==> src/rtl/alu_pkg.sv <==
// alu_pkg: shared ALU enums for the digit-serial
// two's-complement unit.
package alu_pkg;

   typedef enum logic [1:0] {
      TC_SEXT,
      TC_NEG,
      TC_ABS,
      TC_RSVD
   } tc_mode_e;

   typedef enum logic [1:0] {
      TC_IDLE,
      TC_RUN,
      TC_DONE
   } tc_state_e;

endpackage

==> src/rtl/twoc_digit.sv <==
// twoc_digit: one DIGIT_W slice of the carry chain,
// optionally inverting x before the add.
module twoc_digit #(
   parameter int DIGIT_W = 2
) (
   input  logic [DIGIT_W-1:0] x_i,
   input  logic               inv_i,
   input  logic               cin_i,
   output logic [DIGIT_W-1:0] s_o,
   output logic               cout_o
);

   logic [DIGIT_W-1:0] xo;

   assign xo = inv_i ? ~x_i : x_i;
   assign {cout_o, s_o} = {1'b0, xo} + {{DIGIT_W{1'b0}}, cin_i};

endmodule

==> src/rtl/twos_complement_serial.sv <==
// twos_complement_serial: digit-serial SEXT / NEG / ABS.
// Define TWOCOMP_OVF_EN to flag unrepresentable negations.
module twos_complement_serial
   import alu_pkg::*;
#(
   parameter int IN_W    = 3,
   parameter int OUT_W   = 6,
   parameter int DIGIT_W = 2
) (
   input  logic             clk,
   input  logic             rst_n,
   input  logic             in_valid,
   output logic             in_ready,
   input  logic [IN_W-1:0]  in_a,
   input  logic [1:0]       in_mode,
   output logic             out_valid,
   input  logic             out_ready,
   output logic [OUT_W-1:0] out_s,
   output logic             out_cout,
   output logic             out_ovf
);

   localparam int NDIG = OUT_W / DIGIT_W;
   localparam int KW   = (NDIG > 1) ? $clog2(NDIG) : 1;
   localparam logic [KW-1:0] KLAST = KW'(NDIG - 1);

   if (OUT_W < IN_W || DIGIT_W < 1 || (OUT_W % DIGIT_W) != 0) begin : g_bad
      $error("twos_complement_serial: illegal IN_W/OUT_W/DIGIT_W");
   end

   tc_state_e          state_q, state_d;
   logic [OUT_W-1:0]   ext_q, ext_d;
   logic [OUT_W-1:0]   res_q, res_d;
   logic [OUT_W-1:0]   ext_in;
   logic [KW-1:0]      k_q, k_d;
   logic               carry_q, carry_d;
   logic               inv_q, inv_d;
   logic               cout_q, cout_d;
   logic [DIGIT_W-1:0] dig_s;
   logic               dig_c;
   logic               accept;
   logic               inv_in;
   tc_mode_e           mode_in;

   assign mode_in  = tc_mode_e'(in_mode);
   assign in_ready = (state_q == TC_IDLE);
   assign accept   = in_valid && in_ready;
   assign inv_in   = (mode_in == TC_NEG) ||
                     ((mode_in == TC_ABS) && in_a[IN_W-1]);

   twoc_digit #(.DIGIT_W(DIGIT_W)) u_digit (
      .x_i    (ext_q[DIGIT_W-1:0]),
      .inv_i  (inv_q),
      .cin_i  (carry_q),
      .s_o    (dig_s),
      .cout_o (dig_c)
   );

   always_ff @(posedge clk or negedge rst_n) begin
      if (!rst_n) begin
         state_q <= TC_IDLE;
         ext_q   <= '0;
         res_q   <= '0;
         k_q     <= '0;
         carry_q <= 1'b0;
         inv_q   <= 1'b0;
         cout_q  <= 1'b0;
      end else begin
         state_q <= state_d;
         ext_q   <= ext_d;
         res_q   <= res_d;
         k_q     <= k_d;
         carry_q <= carry_d;
         inv_q   <= inv_d;
         cout_q  <= cout_d;
      end
   end

   always_comb begin
      state_d = state_q;
      ext_d   = ext_q;
      res_d   = res_q;
      k_d     = k_q;
      carry_d = carry_q;
      inv_d   = inv_q;
      cout_d  = cout_q;
      ext_in  = {OUT_W{in_a[IN_W-1]}};
      ext_in[IN_W-1:0] = in_a;
      unique case (state_q)
         TC_IDLE: begin
            if (accept) begin
               state_d = TC_RUN;
               ext_d   = ext_in;
               inv_d   = inv_in;
               carry_d = inv_in;
               k_d     = '0;
               cout_d  = 1'b0;
            end
         end
         TC_RUN: begin
            // Result fills from the top; after NDIG shifts digit 0 sits at LSB.
            ext_d   = ext_q >> DIGIT_W;
            res_d   = res_q >> DIGIT_W;
            res_d[OUT_W-1 -: DIGIT_W] = dig_s;
            carry_d = dig_c;
            k_d     = k_q + KW'(1);
            if (k_q == KLAST) begin
               cout_d  = dig_c;
               state_d = TC_DONE;
            end
         end
         TC_DONE: begin
            if (out_ready) state_d = TC_IDLE;
         end
         default: state_d = TC_IDLE;
      endcase
   end

   assign out_valid = (state_q == TC_DONE);
   assign out_s     = res_q;
   assign out_cout  = cout_q;

`ifdef TWOCOMP_OVF_EN
   localparam logic [IN_W-1:0] AMIN = IN_W'(1) << (IN_W - 1);
   logic ovf_q;

   always_ff @(posedge clk or negedge rst_n) begin
      if (!rst_n)      ovf_q <= 1'b0;
      else if (accept) ovf_q <= inv_in && (in_a == AMIN);
   end

   assign out_ovf = ovf_q && out_valid;
`else
   assign out_ovf = 1'b0;
`endif

endmodule

==> config.mk <==
export PLATFORM = sky130hd
export DESIGN_NAME = twos_complement_serial
export DESIGN_NICKNAME = d
export VERILOG_FILES = /design/src/rtl/alu_pkg.sv /design/src/rtl/twoc_digit.sv /design/src/rtl/twos_complement_serial.sv
export SDC_FILE = /design/constraint.sdc
export NUM_CORES = 1
export LEC_CHECK = 0
export ABC_AREA = 1
export CAP_MARGIN = 20
export CORE_ASPECT_RATIO = 1.2
export CORE_MARGIN = 8
export CORE_UTILIZATION = 31
export CTS_BUF_LIST = sky130_fd_sc_hd__clkbuf_16
export DETAILED_ROUTE_END_ITERATION = 10
export GPL_TIMING_DRIVEN = 0
export SLEW_MARGIN = 25
export SYNTH_ARGS = -nofsm -noshare
export SYNTH_HDL_FRONTEND = slang
export SYNTH_SLANG_ARGS = --single-unit
==> constraint.sdc <==
create_clock -name clk -period 1.7 [get_ports clk]
set_clock_uncertainty 0.15 [all_clocks]
set_input_delay 0.255 -clock clk [delete_from_list [all_inputs] [get_ports clk]]
set_output_delay 0.255 -clock clk [all_outputs]
set_load 0.01 [all_outputs]
After elaboration in Yosys (flattened, before gate mapping)
Index checks and enable logic that the tools add are counted.

storage, ports and cells
  register bits after elaboration = 19
  input bits = 9
  output and inout port bits = 10
  logic and storage cells = 41

cells by class
  add/sub/neg operators = 2
  equal/unequal tests = 8
  mux-type cells = 14
  bitwise operators = 1
  reductions and logical operators = 9

operator list
  cell                 number
  $pmux 6 s2           1
  $mux 2               5
  $eq 2x2->1 const B   3
  $mux 6               1
  $pmux 2 s3           1
  $reduce_and 3->1     2
  $eq 2x1->1 const B   2
  $ne 2x1->1 const B   2
  $pmux 1 s2           2
  $pmux 2 s2           1
  $reduce_and 2->1     2
  $add 2x1->3          1
  $mux 1               3
  $add 2x1->2 const B  1
  $logic_and 1x1->1    2
  $logic_not 2->1      1
  $ne 2x2->1 const B   1
  $not 2->2            1
  $reduce_bool 2->1    1
  $logic_or 1x1->1     1

Depth between registers and ports, before layout
  depth after elaboration = 5
  depth in mapped cells = 7
  gate-level depth less buffers = 6

Cells and area by module
A second synthesis with hierarchy kept.

unflattened totals
  cells, all modules = 94
  area, all modules = 795.8 sq um

modules (own cells, without submodules)
  module                  times used  cells an instance  area each (sq um)  sequential area each (sq um)
  twos_complement_serial  1           83                 737.0              425.4
  twoc_digit              1           11                 58.8               0.0

Worst setup path before layout
Ideal clock, no wire load.

  kind = register -> register
  start = register inv_q
  end = register res_q[5], in the netlist out_s[5]
  setup time = 0.127 ns
  data arrival time = 1.093 ns
  data required time = 1.423 ns
  path slack = 0.331 ns
  stages on the path, launching flop included = 6
  buffers on the path = 0
  period minus slack after synthesis = 1.369 ns
  path through = dfrtp_1 xor2_1 ha_1 ha_1 nand2_1 o21ai_0

between the ends
  longest elaborated chain between the ends = 2

ends and longest elaborated chain
  what                      RTL line                      source
  start: declaration        twos_complement_serial.sv:37  logic inv_q, inv_d;
  start signal: assignment  twos_complement_serial.sv:74  inv_q <= inv_d;
  $mux 2                    twoc_digit.sv:15              assign xo = inv_i ? ~x_i : x_i;
  $add 2x1->3               twoc_digit.sv:16              assign {cout_o, s_o} = {1'b0, xo} + {{DIGIT_W{1'b0}}, cin_i};
  named net dig_s[1]        twos_complement_serial.sv:39  logic [DIGIT_W-1:0] dig_s;
  end signal: assignment    twos_complement_serial.sv:71  res_q <= res_d;
  end: declaration          twos_complement_serial.sv:33  logic [OUT_W-1:0] res_q, res_d;

The timed path passes the listed nets, and every way through them passes these cells.
A chain may end at the register's enable or synchronous reset.

Worst setup path after layout
  start = register state_q[0]
  end = output port in_ready

between the ends
  longest elaborated chain between the ends = 1

ends and longest elaborated chain
  what                      RTL line                      source
  start: declaration        twos_complement_serial.sv:31  tc_state_e state_q, state_d;
  start signal: assignment  twos_complement_serial.sv:69  state_q <= state_d;
  $logic_not 2->1           twos_complement_serial.sv:46  assign in_ready = (state_q == TC_IDLE);
  end: declaration          twos_complement_serial.sv:13  output logic in_ready,

No other way between the ends.

==> results.py <==
metrics = {
    "grt": {
        "grt_use_total_pct": 8.67,
        "grt_first_pass_wirelength_mm": 2.88,
        "grt.met1_usage_pct": 11.2,
        "overflow": 0,
        "grt.met2_usage_pct": 12.8,
        "gr-max-usage-layer": "met2",
        "grt_pass1_vias": 651,
        "grt_max_degree": 18,
        "met3_usage_pct": 1.27,
        "antenna_found_initial": 0,
    },
    "clocking": {
        "cts_buffers": 3,
        "cts_tree": "built",
        "clk_pin_slew_ns": 0.05,
        "cts_sinks": 17,
        "cts-root-buf": "clkbuf_16",
        "hold_buffers": 0,
        "clk_latency_ns": 0.24,
        "htreeDepth": 1,
        "clockBufferDepth": 2,
    },
    "timing": {
        "tns_ns": 0,
        "relSlewSlack_pct": 50.5,
        "period_needed_ns": 1.61,
        "tightest_slew_ns": 0.741,
        "timing.final.ws_setup_ns": 0.0927,
        "fmax_mhz": 622,
        "finalSetupViolCount": 0,
        "maxSlewViolCount": 0,
        "rsz0062_at_grt": "no",
        "min_period_over_period_pct": 94.5,
        "hold_violations": 0,
    },
    "setup_path": {
        "rr_startpoint": "inv_q$_DFFE_PN0P_",
        "crit_path_end_kind": "primary output",
        "cp_slowest_cell": "dfrtp_2",
        "path_class": "flop to primary output",
        "reg2reg_to": "out_s[5]$_DFFE_PN0N_",
        "cp_max_fo": 6,
        "crit_chain": "buf_4, nor2_2, dlygate4sd2_1",
        "arrival_ns": 1.20,
        "setup.worst_path.start_class": "flop",
        "path_delay_family": "buffers and inverters",
        "slowest_delay_ns": 0.41,
        "crit_buf_inv": 2,
        "r2r_cells": 5,
        "cp.required_ns": 1.29,
        "r2r_setup_slack_ns": 0.27,
    },
    "floorplanning": {
        "rows": 20,
        "ios": 19,
        "dieWidth_microns": 61.9,
        "initial_core_util_pct": 31.7,
        "die_area_sq_um": 4400,
        "coreArea_sq_um": 2480,
        "die_h_microns": 71.1,
    },
    "final_layout": {
        "fillers": 244,
        "final-instance-count-excl-fill": 148,
        "multi_input_area_sq_um": 309,
        "syn_to_final_growth_pct": 39.6,
        "fin_nets": 128,
        "seqCellArea_sq_um": 427,
        "n_antenna_cell": 0,
        "drive_gt1_share_pct": 11.3,
        "fin_util_pct": 44.2,
    },
    "placement": {
        "dp_hpwl_mm": 1.23,
        "port_buffers": 17,
        "globalplace.congestion": 0.736,
        "dp_slack_ns": 0.0732,
        "dp.cells": 142,
    },
    "synth": {
        "ys_top_cells_by_area": "dfrtp_1 54%, nand2_1 19%, ha_1 4.8%",
        "yosysTopAreaCellShare_pct": 54.2,
        "ys_top_cells_by_count": "39 x nand2_1, 17 x dfrtp_1, 8 x inv_1",
        "yosysTopAreaCell": "dfrtp_1",
        "yosysWarnings": 0,
        "synth_nets": 104,
        "syn-cell-area_sq_um": 785,
        "yosysMostFrequentCell": "nand2_1",
        "ys.flop_type": "dfrtp_1",
        "avgSynthCellArea_sq_um": 8.53,
        "seq_area_frac_synth_pct": 54.2,
        "synth_edf_count": 0,
        "synth_seq_cells": 17,
        "ys_types": 15,
        "synthArstFlopShare_pct": 100,
        "syn_inst": 92,
    },
    "detailed_routing": {
        "drt_first_iter_violations": 11,
        "wire_per_inst_microns": 11.5,
        "drt-pass1-iter-count": 3,
        "drtAntennaViolNets": 0,
        "routed-via-count": 635,
        "routed_via_density": 4.29,
        "drt_wl_total_mm": 1.70,
        "drc": 0,
    },
    "worst_hold_path": {
        "hold_class": "primary input to async pin",
    },
    "power_and_ir_drop": {
        "power.density_nw_per_um2": 1830,
        "ir_worst_vdd_v": 0.000832,
        "p_leak_nw": 0.588,
        "clock_power_share_pct": 22.6,
        "swShare_pct": 36.5,
        "seq_power_share_pct": 34.2,
        "p_int_w": 0.00127,
        "p_sw_w": 0.000733,
        "power_frac_comb_pct": 43.1,
    },
    "outcome": {
        "outcome": "finished clean",
    },
    "flow_run": {
        "max_cap_violations": 0,
    },
}
-- per-stage QoR --
step                      hold slack (ns)  instance area [sq um]  total power, W
after detailed placement            0.317                    996         0.00154
after global routing                0.353                   1090         0.00219
after global placement              0.312                    996         0.00152
after floorplan                    -0.191                    785         0.00120
after CTS                           0.330                   1090         0.00205
final                               0.304                   1090         0.00201
-- worst max path at each step --
stage                                start              endpoint  slack, ns  depth (start not counted)
floorplan                inv_q$_DFFE_PN0P_  out_s[5]$_DFFE_PN0N_       0.33                          5
CTS                 state_q[1]$_DFFE_PN0P_             out_valid      0.006                          3
global placement    state_q[0]$_DFFE_PN0P_              in_ready       0.09                          2
detailed placement  state_q[0]$_DFFE_PN0P_              in_ready       0.07                          2
finish              state_q[0]$_DFFE_PN0P_              in_ready       0.09                          3
global route        state_q[0]$_DFFE_PN0P_              in_ready       0.04                          3
-- per-layer routing --
metal	part of all wire, %	vias to the layer above	wire length (microns)
li1	-	328	-
met1	47	293	801
met2	47	12	791
met3	4.1	2	70
met4	1.8	0	31
met5	0	-	0
-- logic make-up (layout without fill, tap and decap cells) --
logic type	after synthesis	in the layout	synth area share [%]
and+or+nand+nor	48	48	25.0
DFF	17	17	54.2
buffers and inverters	12	35	6.70
AOI/OAI and AO/OA	9	9	6.54
adders and majority gates	3	3	4.79
xor gates and xnor gates	2	2	2.23
other	1	1	0.478
-- timing repair --
item                                    in CTS  in global routing
buffers inserted                             2                  0
resized for setup                            3                  1
pin swaps                                    0                  0
gates cloned                                 0                  0
endpoints found under the setup margin       2                  1
-- cells in the final DEF (no fill, tap or decap) --
cell type / count
nand2_1: 39
dfrtp_1: 16
clkdlybuf4s50_1: 15
inv_1: 9
o21ai_0: 7
nand3_1: 5
buf_4: 4
ha_1: 3
clkbuf_16: 3
xor2_1: 2
inv_2: 2
nor2_2: 1
nor2_1: 1
o21ai_2: 1
nor2_4: 1
o31ai_1: 1
nand4_1: 1
conb_1: 1
dlygate4sd2_1: 1
dlymetal6s2s_1: 1
dfrtp_2: 1
-- sequential cells by signal (all words and copies together) (netlist names) --
name,cells
carry_q,1
state_q,2
inv_q,1
k_q,2
out_cout,1
ext_q,4
out_s,6
-- power by group through the flow --
stage | sequential (W) | clock, W | combinational [W]
global route | 0.000711 | 0.000483 | 0.000999
global placement | 0.000709 | 0 | 0.000808
floorplan | 0.000722 | 0 | 0.000475
finish | 0.000687 | 0.000454 | 0.000866
detailed placement | 0.000717 | 0 | 0.000826
CTS | 0.000688 | 0.000467 | 0.000890
-- area by class of cell --
| class | instances | share of cell area, % |
|---|---|---|
| plain buffers | 2 | 1.37 |
| clock buffers | 3 | 6.86 |
| clock inverters | 1 | 0.343 |
| inverters | 10 | 3.43 |
| multi-input cells | 63 | 28.2 |
| flip-flops and latches | 17 | 39.0 |
| well taps | 33 | 3.77 |
| repair buffers | 19 | 17.0 |
(Power assumes the default switching activity.)
